===== config.mk =====
export PLATFORM = sky130hd
export DESIGN_NAME = bootram_bus_bridge
export DESIGN_NICKNAME = d
export VERILOG_FILES = /design/src/rtl/bootram_bus_bridge.sv
export SDC_FILE = /design/constraint.sdc
export NUM_CORES = 1
export LEC_CHECK = 0
export ABC_AREA = 1
export BUFFER_PORTS_ARGS = -buffer_cell sky130_fd_sc_hd__buf_2
export CORE_MARGIN = 2
export CORE_UTILIZATION = 46
export CTS_BUF_LIST = sky130_fd_sc_hd__clkbuf_4 sky130_fd_sc_hd__clkbuf_8 sky130_fd_sc_hd__clkbuf_16
export DETAILED_ROUTE_END_ITERATION = 10
export PLACE_DENSITY = 0.8
export SLEW_MARGIN = 40
export SYNTH_ARGS = -nofsm -noshare
export SYNTH_HDL_FRONTEND = slang
export SYNTH_SLANG_ARGS = --single-unit

===== constraint.sdc =====
create_clock -name clk -period 1.8 [get_ports clk]
set_input_delay 0.18 -clock clk [delete_from_list [all_inputs] [get_ports clk]]
set_output_delay 0.18 -clock clk [all_outputs]
set_load 0.01 [all_outputs]

===== src/rtl/bootram_bus_bridge.sv =====
// rtl/bootram_bus_bridge.sv - CPU/loader bus stage driving four byte-lane boot RAM BRAMs
// Loader bytes win arbitration; every access ends in a one-cycle ACK so a held valid is never reissued.
module bootram_bus_bridge #(
  parameter int ADDR_W = 11
) (
  input  logic              clk,
  input  logic              resetn,
  input  logic              mem_valid,
  output logic              mem_ready,
  input  logic [ADDR_W+1:0] mem_addr,
  input  logic [31:0]       mem_wdata,
  input  logic [3:0]        mem_wstrb,
  output logic [31:0]       mem_rdata,
  input  logic              ld_valid,
  output logic              ld_ready,
  input  logic [ADDR_W+1:0] ld_addr,
  input  logic [7:0]        ld_data,
  input  logic              wr_lock,
  output logic              wr_viol,
  output logic [3:0]        ram_ce,
  output logic [3:0]        ram_wre,
  output logic [ADDR_W-1:0] ram_ad,
  output logic [31:0]       ram_din,
  input  logic [31:0]       ram_dout,
  output logic              ram_oce,
  output logic              ram_reset
);

  typedef enum logic [1:0] {IDLE, WR_DONE, RD_WAIT, ACK} state_t;

  state_t     state;
  logic       serve_ld;
  logic       rd_phase;
  logic [3:0] ld_lane;

  // CPU accesses are word-aligned; the low address bits carry no information here.
  logic unused_addr_bits;
  assign unused_addr_bits = &{1'b0, mem_addr[1:0]};

  assign ld_lane   = 4'b0001 << ld_addr[1:0];
  assign ram_oce   = 1'b1;
  assign ram_reset = 1'b0;

  always_ff @(posedge clk or negedge resetn) begin
    if (!resetn) begin
      state     <= IDLE;
      serve_ld  <= 1'b0;
      rd_phase  <= 1'b0;
      mem_ready <= 1'b0;
      ld_ready  <= 1'b0;
      mem_rdata <= '0;
      wr_viol   <= 1'b0;
      ram_ce    <= '0;
      ram_wre   <= '0;
      ram_ad    <= '0;
      ram_din   <= '0;
    end else begin
      mem_ready <= 1'b0;
      ld_ready  <= 1'b0;
      ram_ce    <= '0;
      ram_wre   <= '0;
      case (state)
        IDLE: begin
          if (ld_valid) begin
            serve_ld <= 1'b1;
            ram_ce   <= ld_lane;
            ram_wre  <= ld_lane;
            ram_ad   <= ld_addr[ADDR_W+1:2];
            ram_din  <= {4{ld_data}};
            state    <= WR_DONE;
          end else if (mem_valid) begin
            serve_ld <= 1'b0;
            ram_ad   <= mem_addr[ADDR_W+1:2];
            if (|mem_wstrb) begin
              // A locked write still completes with normal timing so the CPU never stalls.
              if (wr_lock) begin
                wr_viol <= 1'b1;
              end else begin
                ram_ce  <= mem_wstrb;
                ram_wre <= mem_wstrb;
                ram_din <= mem_wdata;
              end
              state <= WR_DONE;
            end else begin
              ram_ce   <= 4'hF;
              rd_phase <= 1'b0;
              state    <= RD_WAIT;
            end
          end
        end
        WR_DONE: begin
          if (serve_ld) ld_ready  <= 1'b1;
          else          mem_ready <= 1'b1;
          state <= ACK;
        end
        RD_WAIT: begin
          // First edge here is the RAM sampling the address; data is captured on the second.
          if (rd_phase) begin
            mem_rdata <= ram_dout;
            mem_ready <= 1'b1;
            state     <= ACK;
          end else begin
            rd_phase <= 1'b1;
          end
        end
        ACK:     state <= IDLE;
        default: state <= IDLE;
      endcase
    end
  end

endmodule


==> flow_metrics.tcl <==
set metrics [dict create \
    status "finished clean" \
    switching_power_uw 3131 \
    vias 3652 \
    power_frac_seq 0.401 \
    nFillCells 771 \
    grt_use_total 0.2098 \
    clk_pin_slew_worst_paths_ps 100 \
    coreArea_um2 8678 \
    drc 0 \
    grt_pass1_wl_um 16510 \
    antenna_found_initial 0 \
    max_freq_ghz 0.6515 \
    worstPathRequired_ps 2040 \
    setup_viol 0 \
    ys_seq_area_frac 0.5521 \
    final_nets 737 \
    p_clk_frac 0.184 \
    post_cts_buffers 0 \
    yosys_warnings 0 \
    hold_class "in -> reg" \
    fin_worst_skew_ps 13.10 \
    maxCapViolCount 0 \
    hold_viol 0 \
    finalMaxSlewViolations 0 \
    initial_core_util 0.4700 \
    synth-seq-cells 90 \
    drtPass1Iterations 5 \
    grt_max_degree 64 \
    r2r_end "mem_rdata[21]$_DFFE_PN0P_" \
    tritoncts "yes" \
    p_comb_frac 0.416 \
    io_pins 195 \
    overflow 0 \
    clock_latency_ps 350 \
    path_class "reg -> reg" \
    post_drt_wl_per_cell_um 13.87 \
    final_common_cell "buf_2" \
    r2r_start "state[0]$_DFFE_PN0P_" \
    hold_depth 2 \
    setup-tns-final_ps 0 \
    place.gp.congestion 0.8886 \
    antenna_left 0 \
    avgSynthCellArea_um2 9.249 \
    cts-root-buf "clkbuf_8" \
    min_to "mem_rdata[27]$_DFFE_PN0P_" \
    synthesis.nets 552 \
    h-tree-depth 3 \
    cts_buffer_depth 2 \
    rrSetupSlack_ps 270 \
    arrival_ps 1770 \
    rsz0062_at_grt "false" \
    synthesis.area_um2 4079 \
    fp.dieH_um 98.17 \
    cts_buffers 9 \
    dieArea_um2 9636 \
    vias_per_cell 4.942 \
    place.port_buffers 190 \
    std_cell_rows 34 \
    grt_pass1_vias 3625 \
    numClockSinks 90 \
    cp-start-kind "register" \
    worst-path-max-fanout 33 \
    reg2regPathDepth 5 \
    period_needed_ps 1535 \
    p_per_area_nw_per_um2 1588 \
    hp-start "ram_dout[27]" \
    p_leak_uw 0.003018 \
    layout-drive-gt1-share 0.4200 \
    syn_to_final_growth_pct 31.44 \
    end_kind "register" \
    hpwl_um 7544 \
    post-route-period-util 0.8527 \
    routed_wirelength_um 10250 \
    power.internal_uw 5384 \
    die_w_um 98.17 \
    drt_iter0_markers 99 \
    antenna_cells 0 \
    layout_common_cells "buf_2 (189), nand2_1 (173), dfrtp_1 (90)" \
    post_synth_num_cell_types 23 \
    switching_share 0.3677 \
    irDropWorstVdd_mv 0.7260 \
    syn_inst 441 \
    total_power_uw 8514 \
]
## cell usage after synthesis
library cell | n | area share
nor2_2 | 2 | 0.0031
nand3_1 | 40 | 0.049
ha_1 | 4 | 0.012
o21ai_0 | 9 | 0.011
nand4_1 | 1 | 0.0015
nand3_2 | 1 | 0.0025
a31oi_1 | 13 | 0.020
nor2_1 | 15 | 0.014
clkbuf_1 | 2 | 0.0018
a21boi_0 | 1 | 0.0018
buf_6 | 4 | 0.011
inv_2 | 1 | 0.00092
buf_2 | 11 | 0.013
nand2_1 | 173 | 0.16
nand2_4 | 1 | 0.0028
clkinv_4 | 1 | 0.0021
a21oi_1 | 3 | 0.0037
mux2_2 | 32 | 0.088
inv_1 | 14 | 0.013
nand2_2 | 13 | 0.020
dfrtp_1 | 90 | 0.55
conb_1 | 2 | 0.0018
buf_4 | 8 | 0.015
## state kept, by name, indices dropped and copies added (netlist names)
| register | count |
|---|---|
| ram_ce | 4 |
| ram_wre | 4 |
| mem_rdata | 32 |
| ld_ready | 1 |
| state | 2 |
| rd_phase | 1 |
| serve_ld | 1 |
| ram_ad | 11 |
| mem_ready | 1 |
| wr_viol | 1 |
| ram_din | 32 |
## timing repair
action / CTS / global route
resized for setup: 0 / 1
hold buffers: 1 / 0
endpoints found under the hold margin: 27 / 0
setup endpoints to repair: 0 / 2
## how the worst max path moves through the flow
stage,from,to,slack (ps),cells after the start
global route,state[1]$_DFFE_PN0P_,ram_din[3]$_DFFE_PN0P_,110,9
finish,state[0]$_DFFE_PN0P_,mem_rdata[21]$_DFFE_PN0P_,270,5
detailed placement,state[1]$_DFFE_PN0P_,ram_din[21]$_DFFE_PN0P_,190,9
CTS,state[1]$_DFFE_PN0P_,ram_din[16]$_DFFE_PN0P_,180,9
floorplan,state[0]$_DFFE_PN0P_,mem_rdata[10]$_DFFE_PN0P_,320,5
global placement,state[0]$_DFFE_PN0P_,ram_din[11]$_DFFE_PN0P_,280,9
## area by class of cell
type,count,area (µm²),share of cell area
flip-flops and latches,90,2252,0.4201
repair buffers,199,1074,0.2002
clock buffers,10,137.6,0.02567
clock inverters,6,95.09,0.01774
multi-input cells,310,1603,0.2990
well taps,108,135.1,0.02520
inverters,16,65.06,0.01214
## power by group through the flow
stage                     sequential, µW  clock, µW  combinational (µW)
final                               3410       1560                3540
after global routing                3530       1700                3890
after CTS                           3410       1610                3560
after detailed placement            3440          0                3570
after global placement              3390          0                3430
after floorplan                     3850          0                1730
## through the flow
| stage | hold WS (ps) | setup slack, ps | area (µm²) | util | std cells |
|---|---|---|---|---|---|
| after detailed placement | 120.2 | 191.7 | 5110 | 0.5888 | 722 |
| after floorplan | -115.6 | 321.5 | 4079 | - | 441 |
| final | 51.22 | 265.2 | 5361 | 0.6178 | 739 |
| after CTS | 38.36 | 178.3 | 5353 | 0.6168 | 739 |
| after global routing | 35.29 | 110.7 | 5361 | 0.6178 | 739 |
| after global placement | 112.4 | 284.9 | 5110 | 0.5888 | 722 |
## critical path, stage by stage, from the launching register on
cell,delay (ps)
dfrtp_1,370
inv_1,80
ha_1,260
nand2_1,130
buf_12,210
mux2_2,360
## cells by family after synthesis
group,after synthesis,share of synthesized area
buffers and inverters,41,0.05705
other,2,0.001841
adder cells (fa/ha/maj),4,0.01227
flip-flops,90,0.5521
multiplexers,32,0.08834
AO/OA/AOI/OAI,26,0.03650
AND/OR/NAND/NOR,246,0.2518
## per-layer routing
layer	up-vias	wire length [µm]	share of wire	global-route usage
met5	-	0	0	0
met4	0	204	0.020	0.08114
met3	17	564	0.055	0.03006
met2	145	5386	0.53	0.3709
met1	1705	4096	0.40	0.2607
li1	1785	-	-	-
Note: power is estimated with default switching activity, not from simulation.
